===== config.mk =====
export PLATFORM = sky130hd
export DESIGN_NAME = pingpong_read_scheduler
export DESIGN_NICKNAME = d
export VERILOG_FILES = /design/src/rtl/pingpong_sched_pkg.sv /design/src/rtl/rr_arbiter.sv /design/src/rtl/pingpong_read_scheduler.sv
export SDC_FILE = /design/constraint.sdc
export NUM_CORES = 1
export LEC_CHECK = 0
export CORE_MARGIN = 5
export CORE_UTILIZATION = 47
export DETAILED_ROUTE_END_ITERATION = 16
export HOLD_SLACK_MARGIN = 0.05
export PLACE_DENSITY = 0.86
export SLEW_MARGIN = 10
export SYNTH_ARGS = -nofsm -noshare
export SYNTH_HDL_FRONTEND = slang
export SYNTH_SLANG_ARGS = --single-unit
export TNS_END_PERCENT = 20

===== constraint.sdc =====
create_clock -name clk_i -period 4.1 [get_ports clk_i]
set_input_delay 1.025 -clock clk_i [delete_from_list [all_inputs] [get_ports clk_i]]
set_output_delay 1.025 -clock clk_i [all_outputs]
set_load 0.1 [all_outputs]

===== src/rtl/pingpong_sched_pkg.sv =====
// Shared types and helpers for the ping-pong read scheduler.
package pingpong_sched_pkg;

  localparam int unsigned MAX_REQ   = 8;
  localparam int unsigned MAX_IDX_W = 3;

  typedef enum logic [1:0] {
    ST_IDLE   = 2'd0,
    ST_STREAM = 2'd1,
    ST_DRAIN  = 2'd2
  } state_e;

  // Index of the set bit of a one-hot vector (0 when empty).
  function automatic logic [MAX_IDX_W-1:0] onehot_to_idx(input logic [MAX_REQ-1:0] oh);
    logic [MAX_IDX_W-1:0] idx;
    idx = '0;
    for (int unsigned i = 0; i < MAX_REQ; i++) begin
      if (oh[i]) idx = MAX_IDX_W'(i);
    end
    return idx;
  endfunction

endpackage


===== src/rtl/rr_arbiter.sv =====
// Combinational round-robin pick: first requester at or above the pointer, with wrap.
module rr_arbiter #(
  parameter int unsigned N = 4
) (
  input  logic [N-1:0]                         req_i,
  input  logic [((N > 1) ? $clog2(N) : 1)-1:0] ptr_i,
  output logic [N-1:0]                         gnt_o,
  output logic [((N > 1) ? $clog2(N) : 1)-1:0] idx_o,
  output logic                                 any_o
);

  localparam int unsigned IDX_W = (N > 1) ? $clog2(N) : 1;

  logic [IDX_W-1:0] k;

  // Walk from the pointer upward; first hit wins.
  always_comb begin
    gnt_o = '0;
    idx_o = '0;
    any_o = 1'b0;
    k     = '0;
    for (int unsigned i = 0; i < N; i++) begin
      k = IDX_W'((32'(ptr_i) + i) % N);
      if (!any_o && req_i[k]) begin
        any_o    = 1'b1;
        gnt_o[k] = 1'b1;
        idx_o    = k;
      end
    end
  end

endmodule


===== src/rtl/pingpong_read_scheduler.sv =====
// Hands whole ping-pong frames to one of N_REQ consumers in round-robin order,
// or drains and drops a frame when nobody is asking for it.
module pingpong_read_scheduler
  import pingpong_sched_pkg::*;
#(
  parameter int unsigned WIDTH = 32,
  parameter int unsigned DEPTH = 256,
  parameter int unsigned N_REQ = 4,
  parameter int unsigned CNT_W = 16
) (
  input  logic             clk_i,
  input  logic             rst_ni,
  input  logic             buf_frame_i,
  input  logic [WIDTH-1:0] buf_data_i,
  input  logic             buf_valid_i,
  output logic             buf_ready_o,
  input  logic [N_REQ-1:0] req_i,
  output logic [N_REQ-1:0] gnt_o,
  input  logic [N_REQ-1:0] rdy_i,
  output logic [WIDTH-1:0] data_o,
  output logic             valid_o,
  output logic             last_o,
  output logic             frame_done_o,
  output logic             drop_o,
  output logic             overrun_o,
  output logic [CNT_W-1:0] drop_cnt_o
);

  localparam int unsigned IDX_W  = (N_REQ > 1) ? $clog2(N_REQ) : 1;
  localparam int unsigned BEAT_W = (DEPTH > 1) ? $clog2(DEPTH) : 1;
  localparam logic [BEAT_W-1:0] LAST_BEAT = BEAT_W'(DEPTH - 1);
  localparam logic [IDX_W-1:0]  LAST_IDX  = IDX_W'(N_REQ - 1);

  state_e             state_q;
  logic [IDX_W-1:0]   ptr_q;
  logic               pend_q;
  logic [BEAT_W-1:0]  beat_q;
  logic [N_REQ-1:0]   gnt_q;
  logic               done_q;
  logic               drop_q;
  logic               ovr_q;
  logic [CNT_W-1:0]   drop_cnt_q;

  logic [N_REQ-1:0]   arb_gnt;
  logic [IDX_W-1:0]   arb_idx;
  logic               arb_any;
  logic [IDX_W-1:0]   gnt_idx;
  logic               beat_c;

  rr_arbiter #(.N(N_REQ)) u_arb (
    .req_i (req_i),
    .ptr_i (ptr_q),
    .gnt_o (arb_gnt),
    .idx_o (arb_idx),
    .any_o (arb_any)
  );

  // Read handshake and stream qualifiers, decoded from the current state.
  always_comb begin
    buf_ready_o = 1'b0;
    valid_o     = 1'b0;
    last_o      = 1'b0;
    gnt_idx     = IDX_W'(onehot_to_idx(MAX_REQ'(gnt_q)));
    case (state_q)
      ST_STREAM: begin
        buf_ready_o = rdy_i[gnt_idx];
        valid_o     = buf_valid_i;
        last_o      = buf_valid_i && (beat_q == LAST_BEAT);
      end
      ST_DRAIN: buf_ready_o = 1'b1;
      default: ;
    endcase
    beat_c = buf_valid_i && buf_ready_o;
  end

  // Frame FSM, pending flag, beat counter and registered pulses.
  always_ff @(posedge clk_i or negedge rst_ni) begin
    if (!rst_ni) begin
      state_q    <= ST_IDLE;
      ptr_q      <= '0;
      pend_q     <= 1'b0;
      beat_q     <= '0;
      gnt_q      <= '0;
      done_q     <= 1'b0;
      drop_q     <= 1'b0;
      ovr_q      <= 1'b0;
      drop_cnt_q <= '0;
    end else begin
      done_q <= 1'b0;
      drop_q <= 1'b0;
      ovr_q  <= buf_frame_i && pend_q;
      case (state_q)
        ST_IDLE: begin
          // One frame is consumed here; a second simultaneous one stays pending.
          pend_q <= pend_q && buf_frame_i;
          if (buf_frame_i || pend_q) begin
            if (arb_any) begin
              gnt_q   <= arb_gnt;
              ptr_q   <= (arb_idx == LAST_IDX) ? '0 : arb_idx + IDX_W'(1);
              state_q <= ST_STREAM;
            end else begin
              state_q <= ST_DRAIN;
            end
          end
        end
        ST_STREAM: begin
          pend_q <= pend_q || buf_frame_i;
          if (beat_c) begin
            if (beat_q == LAST_BEAT) begin
              beat_q  <= '0;
              gnt_q   <= '0;
              done_q  <= 1'b1;
              state_q <= ST_IDLE;
            end else begin
              beat_q <= beat_q + BEAT_W'(1);
            end
          end
        end
        ST_DRAIN: begin
          pend_q <= pend_q || buf_frame_i;
          if (beat_c) begin
            if (beat_q == LAST_BEAT) begin
              beat_q  <= '0;
              drop_q  <= 1'b1;
              state_q <= ST_IDLE;
              if (drop_cnt_q != '1) drop_cnt_q <= drop_cnt_q + CNT_W'(1);
            end else begin
              beat_q <= beat_q + BEAT_W'(1);
            end
          end
        end
        default: state_q <= ST_IDLE;
      endcase
    end
  end

  assign data_o       = buf_data_i;
  assign gnt_o        = gnt_q;
  assign frame_done_o = done_q;
  assign drop_o       = drop_q;
  assign overrun_o    = ovr_q;
  assign drop_cnt_o   = drop_cnt_q;

endmodule


==> flow_summary_export.csv, run 1 <==
group,metric,value,unit
placement,gp_congestion,0.874,
yosys,synth_top_family_by_area,"simple AND/OR/NAND/NOR gates",
yosys,ys_ff_latch,36,
yosys,synth_nets,316,
cells_and_area,stdcell_count,335,
min_path,min_from,"beat_q[6]$_DFFE_PN0P_",
yosys,synth_area,2540,sq um
cells_and_area,syn2layout_area_growth,10.3,%
drt,wirelength,5.19,mm
sta,fmax,290,MHz
placement,placed_cell_area,2710,sq um
floorplan,ios,102,
pwr,pwr-share-seq,30.0,%
clock_tree,numCtsBuffers,5,
clock_tree,cts_buffer_depth,2,
sta,maxSlewHeadroom,34.4,%
drt,wl_per_cell,15.5,um
pwr,power,1.68,mW
yosys,synth-seq-area-share,35.5,%
floorplan,start_util,49.1,%
cells_and_area,fin_area,2800,sq um
pwr,p_leak,1.23,nW
setup_path,reg2reg_slack,1.30,ns
yosys,yosys.area_share.simple,18.5,%
sta,slew_viol_final,0,
yosys,synth_top_area_share,35.5,%
clock_tree,clock-sinks,36,
sta,final.setup.tns,0,ns
setup_path,criticalPathCategory,"primary input to output pin",
placement,io_buffers,37,
cells_and_area,nFillCells,461,
clock_tree,clk_latency,0.30,ns
grt,grt_usage,15.1,%
flow_run,maxCapViolations,0,
grt,grt_overflow_total,0,
pwr,p_sw_share,46.1,%
grt,grt_start_max_net_pins,37,
sta,tightest_slew,0.981,ns
setup_path,end_kind,"output pin",
setup_path,cp_cell_sequence,"clkdlybuf4s50_1 > mux2_2 > o2111ai_1 > nand2_1 > and2_1 > buf_12",
min_path,min_to,"beat_q[6]$_DFFE_PN0P_",
clock_tree,post_cts_buffers,0,
yosys,muxShareOfSynthArea,4.73,%
clock_tree,clkTransAtPathRegs,0.08,ns
yosys,synth_area_leaders,"dfrtp_1, buf_4, ha_1",
outcome,status,"completed",
pwr,comb_power_share,54.2,%
floorplan,dieArea,6980,sq um
pwr,internal_power,0.908,mW
yosys,syn_inst,260,
yosys,synth_area_per_cell,9.77,sq um
setup_path,reg2reg_depth,6,
cells_and_area,final_util,54.2,%
pwr,p_per_area,601,nW/um^2
clock_tree,cts_htree_levels,2,
drt,dr.pass1.iters,4,
grt,antenna_found_initial,0,
setup_path,cp-start-kind,"primary input",
setup_path,cp_slowest_stage_delay,0.40,ns
yosys,synth-xor-area-share,6.55,%
pwr,irDropWorstVdd,259,uV
floorplan,coreArea,5170,sq um
clock_tree,cts_root_buf,"clkbuf_8",
grt,grt_pass1_vias,1888,
sta,rsz0062_at_grt,"false",
drt,drt_iter0_markers,95,
yosys,ys.flop_type,"dfrtp_1",
drt,vias,1912,
drt,drcViolationCount,0,
placement,dpl.cell_count,327,
yosys,yosys_warnings,0,
clock_tree,cts_resized,0,
yosys,async_reset_ff_share,100,%
pwr,clkPwrFrac,15.8,%
setup_path,r2r_end,"gnt_o[3]$_DFFE_PN0P_",
cells_and_area,drive_above_1_share,7.92,%
clock_tree,hold_buffers,0,
yosys,synth_compound_area_share,15.4,%
drt,viasPerCell,5.71,
sta,skew,0.0107,ns
sta,setup_ws,0.655,ns
min_path,min_path_type,"flip-flop to flip-flop",
setup_path,critPathArrivalTime,2.42,ns
sta,setup_viol,0,
placement,hpwl,3.87,mm
clock_tree,cts_tree,"yes",
yosys,yosysTopAreaCell,"dfrtp_1",
grt,grt_first_pass_wirelength,8.80,mm
sta,hold_viol,0,
floorplan,fp.dieW,83.5,um
min_path,holdPathStages,1,
drt,antenna_left,0,
sta,period_share,84.0,%
cells_and_area,antenna_cells,0,
yosys,synthAdderAreaFrac,5.91,%
setup_path,crit_required,3.07,ns
cells_and_area,final_nets,320,
placement,pre_cts_ws,0.660,ns
sta,fin_hold_ws,0.466,ns
floorplan,die_h,83.5,um
yosys,synthDistinctLibCells,54,
setup_path,crit_path_top_delay_cell,"clkdlybuf4s50_1",
yosys,synth_edf_count,0,
sta,layout_min_cycle_time,3.45,ns
pwr,p_switching,0.776,mW
floorplan,row_count,26,
setup_path,cp_max_fo,2,
sequential cells by signal (all words and copies together) (netlist names), named ones only:
signal,count
drop_cnt_o,16
pend_q,1
ptr_q,1
overrun_o,1
drop_o,1
state_q,2
gnt_o,4
beat_q,8
frame_done_o,1
cell usage after synthesis (4+ instances only):
library cell and count:
nand2b_1 7, o21ai_0 8, xnor2_1 16, and3_1 6, buf_4 33, nor3_1 4, dfrtp_1 36, nand2_1 22
ha_1 12, inv_1 11, a22oi_1 5, nand4_1 8, and4_1 4, nor2_1 4, and2_1 9, nand3_1 10
worst max path at each step:
stage | slack (ns) | cells past startpoint | end | startpoint
CTS | 0.66 | 6 | buf_ready_o | rdy_i[0]
finish | 0.65 | 6 | buf_ready_o | rdy_i[0]
detailed placement | 0.66 | 6 | buf_ready_o | rdy_i[0]
global route | 0.59 | 6 | buf_ready_o | rdy_i[1]
global placement | 0.69 | 6 | buf_ready_o | rdy_i[1]
floorplan | 0.43 | 2 | last_o | buf_valid_i
layout by cell type, fill, tap and decap left out, drive strengths merged, types with 2 or more instances in the layout:
cell and count:
o21ai 8, nand4 8, nand2 22, xor2 3, ha 12, dfrtp 36, and2 9, inv 11
o21a 2, o32ai 3, mux4 3, a221o 3, buf 4, mux2 2, mux2i 3, nor2b 4
o211a 3, o31ai 3, o2bb2ai 3, a21oi 3, xnor2 16, and3 6, clkbuf 7, nand3 10
a22oi 5, nor3 4, a31oi 3, clkdlybuf4s50 34, nand2b 7, nor2 4, and4 4
routing by layer:
| metal | part of all wire [%] | GRT usage, % |
|---|---|---|
| met1 | 41 | 17.6 |
| met2 | 49 | 25.2 |
| met3 | 7.5 | 4.64 |
| met4 | 2.5 | 7.31 |
| met5 | 0 | 0 |
cell type report:
cell class / count / area, sq um / share of cell area, %
Clock buffer: 7 / 86.3 / 3.08
Clock inverter: 1 / 7.51 / 0.268
Inverter: 11 / 41.3 / 1.47
Multi-Input combinational cell: 172 / 1300 / 46.3
Sequential cell: 36 / 901 / 32.1
Tap cell: 70 / 87.6 / 3.12
Timing Repair Buffer: 38 / 383 / 13.7
cells by family (layout without fill, tap and decap cells):
| logic type | count (synthesis) | in the layout |
|---|---|---|
| adder cells (fa/ha/maj) | 12 | 12 |
| multiplexers | 8 | 8 |
| flip-flops | 36 | 36 |
| buffers and inverters | 52 | 57 |
| XOR/XNOR | 19 | 19 |
| AND/OR/NAND/NOR | 84 | 84 |
| AO/OA/AOI/OAI | 49 | 49 |
critical path, delay by kind of cell:
family                 cells  cell delay, ns
AOI/OAI and AO/OA          1            0.25
buffers and inverters      2            0.57
muxes                      1            0.27
and+or+nand+nor            2            0.30
power by group through the flow:
stage          sequential, mW  clock, mW  combinational [mW]
3_5_place_dp            0.508          0               0.917
4_1_cts                 0.503      0.271               0.919
2_1_floorplan           0.607          0               0.787
5_1_grt                 0.516      0.289                1.00
3_3_place_gp            0.506          0               0.894
6_report                0.505      0.266               0.913
Power figures use the tool's default switching activity.
==> inputs of run 2 (changes only) <==
--- a/config.mk
+++ b/config.mk
@@ -6,10 +6,10 @@
 export NUM_CORES = 1
 export LEC_CHECK = 0
 export CORE_MARGIN = 5
-export CORE_UTILIZATION = 47
+export CORE_UTILIZATION = 40
 export DETAILED_ROUTE_END_ITERATION = 16
 export HOLD_SLACK_MARGIN = 0.05
-export PLACE_DENSITY = 0.86
+export PLACE_DENSITY = 0.78
 export SLEW_MARGIN = 10
 export SYNTH_ARGS = -nofsm -noshare
 export SYNTH_HDL_FRONTEND = slang
==> constraint.sdc (replaced) <==
create_clock -name clk_i -period 2.9 [get_ports clk_i]
set_input_delay 0.725 -clock clk_i [delete_from_list [all_inputs] [get_ports clk_i]]
set_output_delay 0.725 -clock clk_i [all_outputs]
set_load 0.1 [all_outputs]
==> run 2 against run 1 <==
Combinational power increased by 52%. Wire length grew 0.31%. Total power is 48% higher. Worst hold slack better by 0.011 ns. Clock skew fell by 0.0056 ns. Register-to-register slack worse by 0.69 ns.
==> flow_summary_export.csv, run 2 (synthesis results as in run 1) <==
group,metric,value,unit
placement,io_buffers,37,
setup_path,critPathBufInv,2,
sta,tightest_slew,0.462,ns
grt,grt_overflow_total,0,
clock_tree,cts_htree_levels,2,
sta,fmax,356,MHz
clock_tree,cts_buffer_depth,2,
sta,setup_ws,0.0920,ns
outcome,status,"completed",
pwr,p_leak,1.31,nW
clock_tree,cts_tree,"yes",
cells_and_area,antenna_cells,0,
setup_path,crit_path_top_delay_cell,"clkdlybuf4s50_1",
flow_run,maxCapViolations,0,
clock_tree,clock-sinks,36,
drt,drt_iter0_markers,103,
drt,drcViolationCount,0,
clock_tree,cts_root_buf,"clkbuf_8",
setup_path,cp_cell_sequence,"clkdlybuf4s50_1 > mux2_2 > o2111ai_1 > nand2_1 > and2_1 > buf_12",
clock_tree,hold_buffers,0,
grt,grt_first_pass_wirelength,8.94,mm
cells_and_area,largest_reg_flops,16,
sta,setup_viol,0,
sta,skew,0.00504,ns
grt,grt_usage,12.9,%
cells_and_area,final_nets,324,
floorplan,die_h,89.7,um
grt,grt_pass1_vias,1839,
drt,antenna_left,0,
pwr,p_per_area,879,nW/um^2
setup_path,end_kind,"output pin",
floorplan,fp.dieW,89.7,um
setup_path,crit_required,2.17,ns
sta,hold_viol,0,
floorplan,start_util,40.5,%
drt,dr.pass1.iters,4,
drt,viasPerCell,5.43,
placement,pre_cts_ws,0.0882,ns
floorplan,dieArea,8050,sq um
clock_tree,cts_resized,0,
sta,period_share,96.8,%
cells_and_area,fin_area,2830,sq um
floorplan,ios,102,
drt,wl_per_cell,15.0,um
cells_and_area,final_common_cell,"dfrtp_1",
clock_tree,clk_latency,0.29,ns
setup_path,cp_max_fo,2,
sta,rsz0062_at_grt,"false",
placement,hpwl,3.99,mm
cells_and_area,syn2layout_area_growth,11.4,%
sta,layout_min_cycle_time,2.81,ns
pwr,irDropWorstVdd,627,uV
cells_and_area,final_cell_mix,"dfrtp_1, buf_4, nand2_1, xnor2_1, ha_1",
grt,antenna_found_initial,0,
drt,wirelength,5.20,mm
floorplan,coreArea,6280,sq um
drt,vias,1879,
pwr,power,2.49,mW
setup_path,cpLargestDelayFamily,"buffers and inverters",
cells_and_area,drive_above_1_share,19.0,%
floorplan,row_count,29,
clock_tree,clkTransAtPathRegs,0.07,ns
setup_path,critPathArrivalTime,2.08,ns
clock_tree,post_cts_buffers,0,
placement,gp_congestion,0.844,
sta,maxSlewHeadroom,69.2,%
clock_tree,numCtsBuffers,5,
sta,slew_viol_final,0,
placement,placed_cell_area,2720,sq um
setup_path,cp-start-kind,"primary input",
setup_path,criticalPathCategory,"primary input to output pin",
setup_path,cp_slowest_stage_delay,0.40,ns
min_path,min_path_type,"flip-flop to flip-flop",
grt,grt_start_max_net_pins,37,
[run 2: cell count changes in the layout (fill, tap and decap cells not counted), sizes merged]
cell,change
clkbuf,-2
bufinv,+1
buf,+27
clkinv,+1
clkdlybuf4s50,-23
[run 2: layer usage]
metal  track usage (%)  part of all wire (%)  up-vias
li1                  -                     -      921
met1              16.4                    44      915
met2              22.1                    51       37
met3              2.84                   4.8        6
met4              3.15                  0.37        0
met5                 0                     0        -
[run 2: worst reg2reg max path, cell delays in order, from the launching register on]
cell     delay [ns]
dfrtp_1        0.35
inv_1          0.07
ha_1           0.44
mux4_2         0.64
a221o_1        0.37
a22oi_1        0.19
o32ai_1        0.10
[run 2: layout make-up]
class                      instances  area [sq um]
inverter                          11          41.3
sequential                        36           901
fill                             570          3450
clock inverter                     3          42.5
multi-input combinational        172          1300
clock buffer                       5          68.8
timing repair buffer              42           380
tap                               77          96.3
[run 2: path summary, 6_finish.rpt]
check / from / to / slack (ns) / cells after the start
max: rdy_i[1] / buf_ready_o / 0.09 / 6
min: beat_q[6]$_DFFE_PN0P_ / beat_q[6]$_DFFE_PN0P_ / 0.48 / 1
max reg2reg: ptr_q[1]$_DFFE_PN0P_ / gnt_o[3]$_DFFE_PN0P_ / 0.61 / 6
min reg2reg: beat_q[6]$_DFFE_PN0P_ / beat_q[6]$_DFFE_PN0P_ / 0.48 / 1
max in group asynchronous: rst_ni / gnt_o[1]$_DFFE_PN0P_ / 1.72 / 2
min in group asynchronous: rst_ni / drop_cnt_o[12]$_DFFE_PN0P_ / 0.84 / 2
[run 2: per-stage QoR]
step	hold WS [ns]	cells	utilization [%]	TNS [ns]
final	0.477	346	45.1	0
after global routing	0.514	346	45.1	0
after CTS	0.475	346	45.1	0
after detailed placement	0.465	338	43.3	0
after global placement	0.449	338	43.3	0
after floorplan	0.429	260	-	-0.00941
[run 2: report_power, final]
group / switching (mW) / internal, mW
Sequential: 0.0734 / 0.582
Clock: 0.188 / 0.254
Combinational: 0.851 / 0.539
Total: 1.11 / 1.38
